## config.mk

```make
export PLATFORM = sky130hd
export DESIGN_NAME = tmu2_decay_sched
export DESIGN_NICKNAME = d
export VERILOG_FILES = /design/src/rtl/tmu2_decay_sched_pkg.sv /design/src/rtl/tmu2_decay_sched_fade.sv /design/src/rtl/tmu2_decay_sched.sv
export SDC_FILE = /design/constraint.sdc
export NUM_CORES = 1
export LEC_CHECK = 0
export BUFFER_PORTS_ARGS = -buffer_cell sky130_fd_sc_hd__buf_2
export CELL_PAD_IN_SITES_DETAIL_PLACEMENT = 2
export CELL_PAD_IN_SITES_GLOBAL_PLACEMENT = 2
export CORE_AREA = 2 2 93 95
export CTS_CLUSTER_DIAMETER = 60
export DETAILED_ROUTE_END_ITERATION = 7
export DIE_AREA = 0 0 95 97
export PLACE_DENSITY = 0.87
export SYNTH_ARGS = -nofsm -noshare
export SYNTH_HDL_FRONTEND = slang
export SYNTH_SLANG_ARGS = --single-unit
export TNS_END_PERCENT = 1
```

## constraint.sdc

```tcl
create_clock -name sys_clk -period 2.35 [get_ports sys_clk]
set_input_delay 0.47 -clock sys_clk [delete_from_list [all_inputs] [get_ports sys_clk]]
set_output_delay 0.47 -clock sys_clk [all_outputs]
set_load 0.005 [all_outputs]
```

## src/rtl/tmu2_decay_sched_pkg.sv

```systemverilog
// rtl/tmu2_decay_sched_pkg.sv - shared state encoding, widths and fade arithmetic for the decay scheduler
package tmu2_decay_sched_pkg;

  localparam int BRIGHT_W = 6;
  localparam int COLOR_W  = 16;

  typedef enum logic [1:0] {
    ST_IDLE  = 2'd0,
    ST_RUN   = 2'd1,
    ST_DRAIN = 2'd2
  } state_e;

  // Fade subtraction clamps at zero so a dimming sequence never wraps to full brightness.
  function automatic logic [BRIGHT_W-1:0] sat_sub(input logic [BRIGHT_W-1:0] a,
                                                  input logic [BRIGHT_W-1:0] b);
    return (a > b) ? (a - b) : '0;
  endfunction

endpackage

```

## src/rtl/tmu2_decay_sched_fade.sv

```systemverilog
// rtl/tmu2_decay_sched_fade.sv - fade_level register with saturating step-down, used under TMU2_DECAY_SCHED_FADE_EN
module tmu2_decay_sched_fade
  import tmu2_decay_sched_pkg::*;
(
  input  logic                sys_clk,
  input  logic                sys_rst,
  input  logic                load,
  input  logic [BRIGHT_W-1:0] load_val,
  input  logic                step_en,
  input  logic [BRIGHT_W-1:0] fade_step,
  output logic [BRIGHT_W-1:0] fade_level
);

  logic [BRIGHT_W-1:0] fade_level_q, fade_level_d;

  always_comb begin
    fade_level_d = fade_level_q;
    if (load) begin
      fade_level_d = load_val;
    end else if (step_en) begin
      fade_level_d = sat_sub(fade_level_q, fade_step);
    end
  end

  always_ff @(posedge sys_clk or posedge sys_rst) begin
    if (sys_rst) begin
      fade_level_q <= '0;
    end else begin
      fade_level_q <= fade_level_d;
    end
  end

  assign fade_level = fade_level_q;

endmodule

```

## src/rtl/tmu2_decay_sched.sv

```systemverilog
// rtl/tmu2_decay_sched.sv - frame scheduler gating pixels into the decay stage; TMU2_DECAY_SCHED_FADE_EN adds auto-fade
module tmu2_decay_sched
  import tmu2_decay_sched_pkg::*;
#(
  parameter int npix_width = 22
) (
  input  logic                  sys_clk,
  input  logic                  sys_rst,
  input  logic                  start,
  input  logic                  abort,
  input  logic [npix_width-1:0] npixels,
  input  logic [BRIGHT_W-1:0]   brightness_cfg,
  input  logic                  chroma_key_en_cfg,
  input  logic [COLOR_W-1:0]    chroma_key_cfg,
`ifdef TMU2_DECAY_SCHED_FADE_EN
  input  logic                  fade_en,
  input  logic [BRIGHT_W-1:0]   fade_step,
`endif
  output logic                  busy,
  output logic                  done,
  output logic [BRIGHT_W-1:0]   brightness,
  output logic                  chroma_key_en,
  output logic [COLOR_W-1:0]    chroma_key,
  input  logic                  src_stb_i,
  output logic                  src_ack_o,
  output logic                  dec_stb_o,
  input  logic                  dec_ack_i,
  input  logic                  dec_busy
);

  state_e                state_q, state_d;
  logic [npix_width-1:0] cnt_q, cnt_d;
  logic                  done_q, done_d;
  logic [BRIGHT_W-1:0]   bright_q, bright_d;
  logic                  ck_en_q, ck_en_d;
  logic [COLOR_W-1:0]    ck_q, ck_d;

  logic                  gate_open;
  logic                  xfer;
  logic                  accept_start;
  logic [BRIGHT_W-1:0]   bright_src;

  // The gate is pure wiring in RUN, so the pixel path sees no added latency.
  assign gate_open = (state_q == ST_RUN);
  assign xfer      = gate_open & src_stb_i & dec_ack_i;
  assign dec_stb_o = gate_open & src_stb_i;
  assign src_ack_o = gate_open & dec_ack_i;

`ifdef TMU2_DECAY_SCHED_FADE_EN
  logic [BRIGHT_W-1:0] fade_level;

  tmu2_decay_sched_fade u_fade (
    .sys_clk    (sys_clk),
    .sys_rst    (sys_rst),
    .load       (accept_start & ~fade_en),
    .load_val   (brightness_cfg),
    .step_en    (done_d & fade_en),
    .fade_step  (fade_step),
    .fade_level (fade_level)
  );

  assign bright_src = fade_en ? fade_level : brightness_cfg;
`else
  assign bright_src = brightness_cfg;
`endif

  always_comb begin
    state_d      = state_q;
    cnt_d        = cnt_q;
    done_d       = 1'b0;
    bright_d     = bright_q;
    ck_en_d      = ck_en_q;
    ck_d         = ck_q;
    accept_start = 1'b0;

    unique case (state_q)
      ST_IDLE: begin
        if (start) begin
          if (npixels != '0) begin
            accept_start = 1'b1;
            cnt_d        = npixels;
            state_d      = ST_RUN;
          end else begin
            done_d = 1'b1;
          end
        end
      end
      ST_RUN: begin
        // Abort discards the remaining count even if a pixel moves this cycle.
        if (abort) begin
          cnt_d   = '0;
          state_d = ST_DRAIN;
        end else if (xfer) begin
          cnt_d = cnt_q - npix_width'(1);
          if (cnt_q == npix_width'(1)) begin
            state_d = ST_DRAIN;
          end
        end
      end
      ST_DRAIN: begin
        if (!dec_busy) begin
          state_d = ST_IDLE;
          done_d  = 1'b1;
        end
      end
      default: begin
        state_d = ST_IDLE;
      end
    endcase

    if (accept_start) begin
      bright_d = bright_src;
      ck_en_d  = chroma_key_en_cfg;
      ck_d     = chroma_key_cfg;
    end
  end

  always_ff @(posedge sys_clk or posedge sys_rst) begin
    if (sys_rst) begin
      state_q  <= ST_IDLE;
      cnt_q    <= '0;
      done_q   <= 1'b0;
      bright_q <= '0;
      ck_en_q  <= 1'b0;
      ck_q     <= '0;
    end else begin
      state_q  <= state_d;
      cnt_q    <= cnt_d;
      done_q   <= done_d;
      bright_q <= bright_d;
      ck_en_q  <= ck_en_d;
      ck_q     <= ck_d;
    end
  end

  assign busy          = (state_q != ST_IDLE);
  assign done          = done_q;
  assign brightness    = bright_q;
  assign chroma_key_en = ck_en_q;
  assign chroma_key    = ck_q;

endmodule

```

==> results.toml, run 1 <==
[outcome]
run_status = "complete, no violations"

[sta]
worst_pin_slew_ns = 0.7199
finalCriticalPeriod_ns = 2.155
layout_setup_ws_ns = 0.1949
fmax_ghz = 0.4640
setup_viol = 0
drv_slew = 0
period_share_pct = 91.71
setup_tns_ns = 0
relSlewSlack_pct = 51.83
rsz0062_at_grt = "no"
hold_violations = 0
skew_ns = 0.007662

[die]
design.core.area_mm2 = 0.008134
fp.dieH_um = 97
pin_count = 79
die_width_um = 95
initial_utilization_pct = 30.84
row_count = 33
dieArea_mm2 = 0.009215

[grt]
grt_usage_pct = 19.00
antenna_found_initial = 0
grt_pass1_vias = 2577
grt_pass1_wl_um = 13570
gr-total-overflow = 0
grt_max_degree = 45

[cells_and_area]
synthToLayoutAreaGrowth_pct = 27.68
multiInputGateArea_mm2 = 0.001201
final-seq-area_mm2 = 0.001201
drive_gt1_share_pct = 41.39
diodes = 0
nNetsFinal = 384
fill_cells = 920

[synth]
syn_area_mm2 = 0.002509
syn_nets = 301
synth.distinct_cells = 43
synth.top_cell.area_share_pct = 47.88
ys_top_cells_by_area = "dfrtp_1 48%, mux2_2 10%, o21ai_0 5.0%, a21oi_1 3.8%, nor2_1 3.1%"
postSynthCellCount = 247
synth_edf_count = 0
syn_avg_cell_area_um2 = 10.16
ys_ff_latch = 48
yosysSeqAreaShare_pct = 47.88
synthTopCellsByCount = "48 x dfrtp_1, 25 x o21ai_0, 23 x mux2_2"
async_flop_share_pct = 100.0
synthMostInstantiatedCell = "dfrtp_1"
dominantRegCellSynth = "dfrtp_1"
synth_largest_area_cell = "dfrtp_1"
yosys_warnings = 0

[route]
route.vias.total = 2324
via_per_inst = 5.330
postRouteWirelength_um = 8400
wl_per_cell_um = 19.27
drt_iter0_drc = 71
route.detailed.drc = 0
dr.pass1.iters = 4
ant_nets = 0

[worst_setup_path]
cp.depth = 8
cpPeakStageDelay_ns = 0.38
endpoint_kind = "flip-flop"
path_class = "in -> reg"
reg2reg_slack_ns = 0.20
r2r_start = "cnt_q[10]"
worstPathCellList = "buf_2 -> nor4_1 -> buf_4 -> nand4_1 -> o31ai_4 -> nand2b_1 -> buf_12 -> mux2_2"
crit_arrival_ns = 2.36
rr_worst_depth = 6
rr_endpoint = "cnt_q[17]"
worstPathRequired_ns = 2.55
cpLargestDelayFamily = "simple AND/OR/NAND/NOR gates"
crit_start = "npixels[1]"
cp_slowest_cell = "nor4_1"
worstSetupEndpoint = "brightness[4]"
worst-path-buf-inv = 3
cp-start-kind = "input port"
worstPathMaxFanout = 23

[placement]
io_buffers = 78
dp_hpwl_um = 6489
place_congestion = 0.8373
pre_cts_slack_ns = -0.2107

[power]
pwr-share-clk_pct = 15.1
power_density_mw_per_mm2 = 1323
p_int_w = 0.002487
p_comb_share_pct = 48.5
max-vdd-ir-drop_v = 0.0004376
total_leakage_power_nw = 1.444
p_seq_share_pct = 36.4
p_sw_share_pct = 41.29
finalPower_w = 0.004236
p_switching_w = 0.001749

[clocking]
cts_tree = "done"
clk_latency_ns = 0.31
clk_pin_slew_ns = 0.10
htree_levels = 2
cts_made_buffers = 5
cts_sinks = 48
cts_root_buf = "clkbuf_8"
cts_buffer_depth = 2

[job]
cap_violations = 0

[hold_path]
hp-class = "in -> async"
==> area by class of cell <==
class                   count  area share, %
clock inverters             3          1.445
repair buffers             91          16.02
clock buffers               5          2.148
well taps                 105          4.102
inverters                  11          1.289
multi-input cells         173          37.50
flip-flops and latches     48          37.50
==> kinds of logic after synthesis <==
group / count (synthesis) / share of synthesized area, %
AND/OR/NAND/NOR: 67 / 15.91
buffers and inverters: 26 / 4.488
multiplexers: 23 / 10.32
AO/OA/AOI/OAI: 81 / 20.40
flip-flops: 48 / 47.88
adder cells (fa/ha/maj): 2 / 0.9973
==> cells in the final DEF, fill, tap and decap left out, types with 5 or more instances in the layout <==
master	count
buf_2	78
dfrtp_1	48
o21ai_0	25
mux2_2	23
nor2_1	21
a21oi_1	19
buf_4	11
inv_1	10
a22oi_1	9
nor4_1	8
o21ai_1	8
nor3_1	8
nand2_1	6
or4_1	5
clkbuf_8	5
==> stage by stage <==
stage	utilization (%)	instance area, um^2	hold slack [ns]	std cells
finish	39.38	3203	0.1755	436
detailed placement	37.89	3082	0.4911	428
global placement	37.89	3082	0.4819	428
CTS	39.30	3197	0.1911	436
floorplan	-	2509	0.4619	247
global route	39.38	3203	0.2233	436
==> worst min path at each step <==
| stage | start | endpoint | slack (ns) | depth (start not counted) |
|---|---|---|---|---|
| floorplan | cnt_q[11] | cnt_q[11] | 0.46 | 2 |
| global placement | chroma_key[15] | chroma_key[15] | 0.48 | 1 |
| detailed placement | chroma_key[10] | chroma_key[10] | 0.49 | 1 |
| CTS | sys_rst | chroma_key[13] | 0.19 | 2 |
| global route | sys_rst | chroma_key[11] | 0.22 | 2 |
| finish | sys_rst | chroma_key[11] | 0.18 | 2 |
==> layer usage <==
layer  part of all wire, %  vias up  track usage (%)
met1                    44     1183            24.32
met3                   3.3        7            2.336
met5                     0        -                0
li1                      -     1085                -
met2                    52       49            33.88
met4                  0.89        0            4.013
==> state kept, by name, summed over array words and instances, names as in the netlist <==
name           count
brightness         6
chroma_key_en      1
done               1
cnt_q             22
chroma_key        16
state_q            2
==> worst register-to-register path, cell delays in order, from the launching register on <==
cell and delay (ns):
dfrtp_1 0.40, or4_1 0.61, buf_4 0.20, nor4_4 0.45
a21oi_1 0.13, o21ai_0 0.16, o21ai_1 0.09
==> repair_timing <==
action / in CTS / in global routing
resized for setup: 0 / 1
setup buffers: 0 / 0
setup endpoints to repair: 0 / 1
hold buffers: 0 / 0
==> power groups by stage <==
stage	clock network, W	logic, W	registers, W
after global placement	0	0.00194	0.00151
after CTS	0.000657	0.00208	0.00154
after floorplan	0	0.00133	0.00149
final	0.000638	0.00206	0.00154
after global routing	0.000681	0.00227	0.00161
after detailed placement	0	0.00207	0.00156
Note: power is estimated with default switching activity, not from simulation.
==> run 2, diff against run 1 <==
- MAX_ROUTING_LAYER: default -> met4
==> run 2 against run 1 <==
Effect of this change:
- power barely moved
- clock skew about the same
- non-clock buffer count is the same
- register-to-register slack is essentially flat
- sequential power barely moved
- cell count unchanged
- via count shrank 0.26%
- clock power hardly changed
- largest power group unchanged
- highest routed layer unchanged
==> results.toml, run 2 (same netlist as run 1, synthesis figures left out) <==
[sta]
relSlewSlack_pct = 51.47
period_share_pct = 92.07
setup_viol = 0
fmax_ghz = 0.4622
drv_slew = 0
finalCriticalPeriod_ns = 2.164
worst_pin_slew_ns = 0.7253
skew_ns = 0.007277
hold_violations = 0
rsz0062_at_grt = "no"
setup_tns_ns = 0

[die]
pin_count = 79
fp.dieH_um = 97
dieArea_mm2 = 0.009215
design.core.area_mm2 = 0.008134
die_width_um = 95
initial_utilization_pct = 30.84
row_count = 33

[grt]
grt_max_degree = 45
grt_pass1_vias = 2570
grt_usage_pct = 19.53
gr-total-overflow = 0
antenna_found_initial = 0
grt_pass1_wl_um = 13570

[outcome]
run_status = "complete, no violations"

[worst_setup_path]
cp_slowest_cell = "nor4_1"
worstPathMaxFanout = 23
crit_arrival_ns = 2.37
worstPathRequired_ns = 2.55
worstPathCellList = "buf_2 -> nor4_1 -> buf_4 -> nand4_1 -> o31ai_4 -> nand2b_1 -> buf_12 -> mux2_2"
endpoint_kind = "flip-flop"
cp-start-kind = "input port"
path_class = "in -> reg"
cpPeakStageDelay_ns = 0.38

[clocking]
cts_sinks = 48
cts_made_buffers = 5
clk_latency_ns = 0.31
htree_levels = 2
cts_root_buf = "clkbuf_8"
hold_buffers = 0
clk_pin_slew_ns = 0.10
cts_buffer_depth = 2
cts_tree = "done"

[cells_and_area]
largest_register = "cnt_q"
largest_reg_flops = 22
final_common_cell = "buf_2"
diodes = 0
synthToLayoutAreaGrowth_pct = 27.68
final_cell_mix = "78 x buf_2, 48 x dfrtp_1, 25 x o21ai_0, 23 x mux2_2, 21 x nor2_1"
fin_util_pct = 39.38
drive_gt1_share_pct = 41.39
nNetsFinal = 384

[power]
max-vdd-ir-drop_v = 0.0004377
power_density_mw_per_mm2 = 1322
total_leakage_power_nw = 1.444

[route]
route.detailed.drc = 0
dr.pass1.iters = 4
ant_nets = 0
drt_iter0_drc = 75
wl_per_cell_um = 19.28
via_per_inst = 5.317
postRouteWirelength_um = 8408
route.vias.total = 2318

[placement]
place_congestion = 0.8503
dp_hpwl_um = 6489
io_buffers = 78

[hold_path]
hp-class = "in -> async"

[job]
cap_violations = 0
==> run 2: metrics by stage <==
step	power (W)	hold slack [ns]	instance area (um^2)	instances	worst slack, ns
after detailed placement	0.003626	0.4911	3082	428	-0.2107
after global placement	0.003450	0.4819	3082	428	-0.02040
final	0.004234	0.1759	3203	436	0.1864
after global routing	0.004562	0.2233	3203	436	0.05063
after CTS	0.004283	0.1911	3197	436	0.1463
after floorplan	0.002821	0.4619	2509	247	0.2351
==> run 2: cell type report <==
type	instances	area, um^2
well taps	105	131.4
multi-input cells	173	1201
flip-flops and latches	48	1201
fillers	920	4931
repair buffers	91	513.0
inverters	11	41.29
clock inverters	3	46.29
clock buffers	5	68.82
==> run 2: report_power, final <==
| group | internal (W) | switching [W] |
|---|---|---|
| sequential | 0.00123 | 0.000312 |
| combinational | 0.000936 | 0.00112 |
| clock | 0.000321 | 0.000316 |
==> run 2: path summary, 6_finish.rpt <==
path	start	end	slack [ns]	depth (start not counted)
max	npixels[1]	brightness[4]	0.19	8
min	sys_rst	chroma_key[11]	0.18	2
max reg2reg	cnt_q[10]	cnt_q[17]	0.20	6
min reg2reg	chroma_key[10]	chroma_key[10]	0.51	1
max in group asynchronous	sys_rst	chroma_key[8]	1.64	3
min in group sys_clk	brightness_cfg[2]	brightness[2]	0.39	2
==> run 2: worst max-delay path: cells and delay by family <==
family,cells,cell delay [ns]
mux,1,0.36
compound gates,1,0.26
simple gates,3,0.78
buf+inv,3,0.48
==> run 2: what timing repair did <==
action	CTS	global route
gates resized for setup	0	1
setup buffers	0	0
endpoints found under the setup margin	0	1
==> run 2: routing by layer <==
metal  GRT usage (%)  wire [um]  up-vias
met4           4.013         82        0
met2           33.82       4376       46
li1                -          -     1083
met3           2.336        226        7
met1           24.37       3723     1182
met5               -          0        -
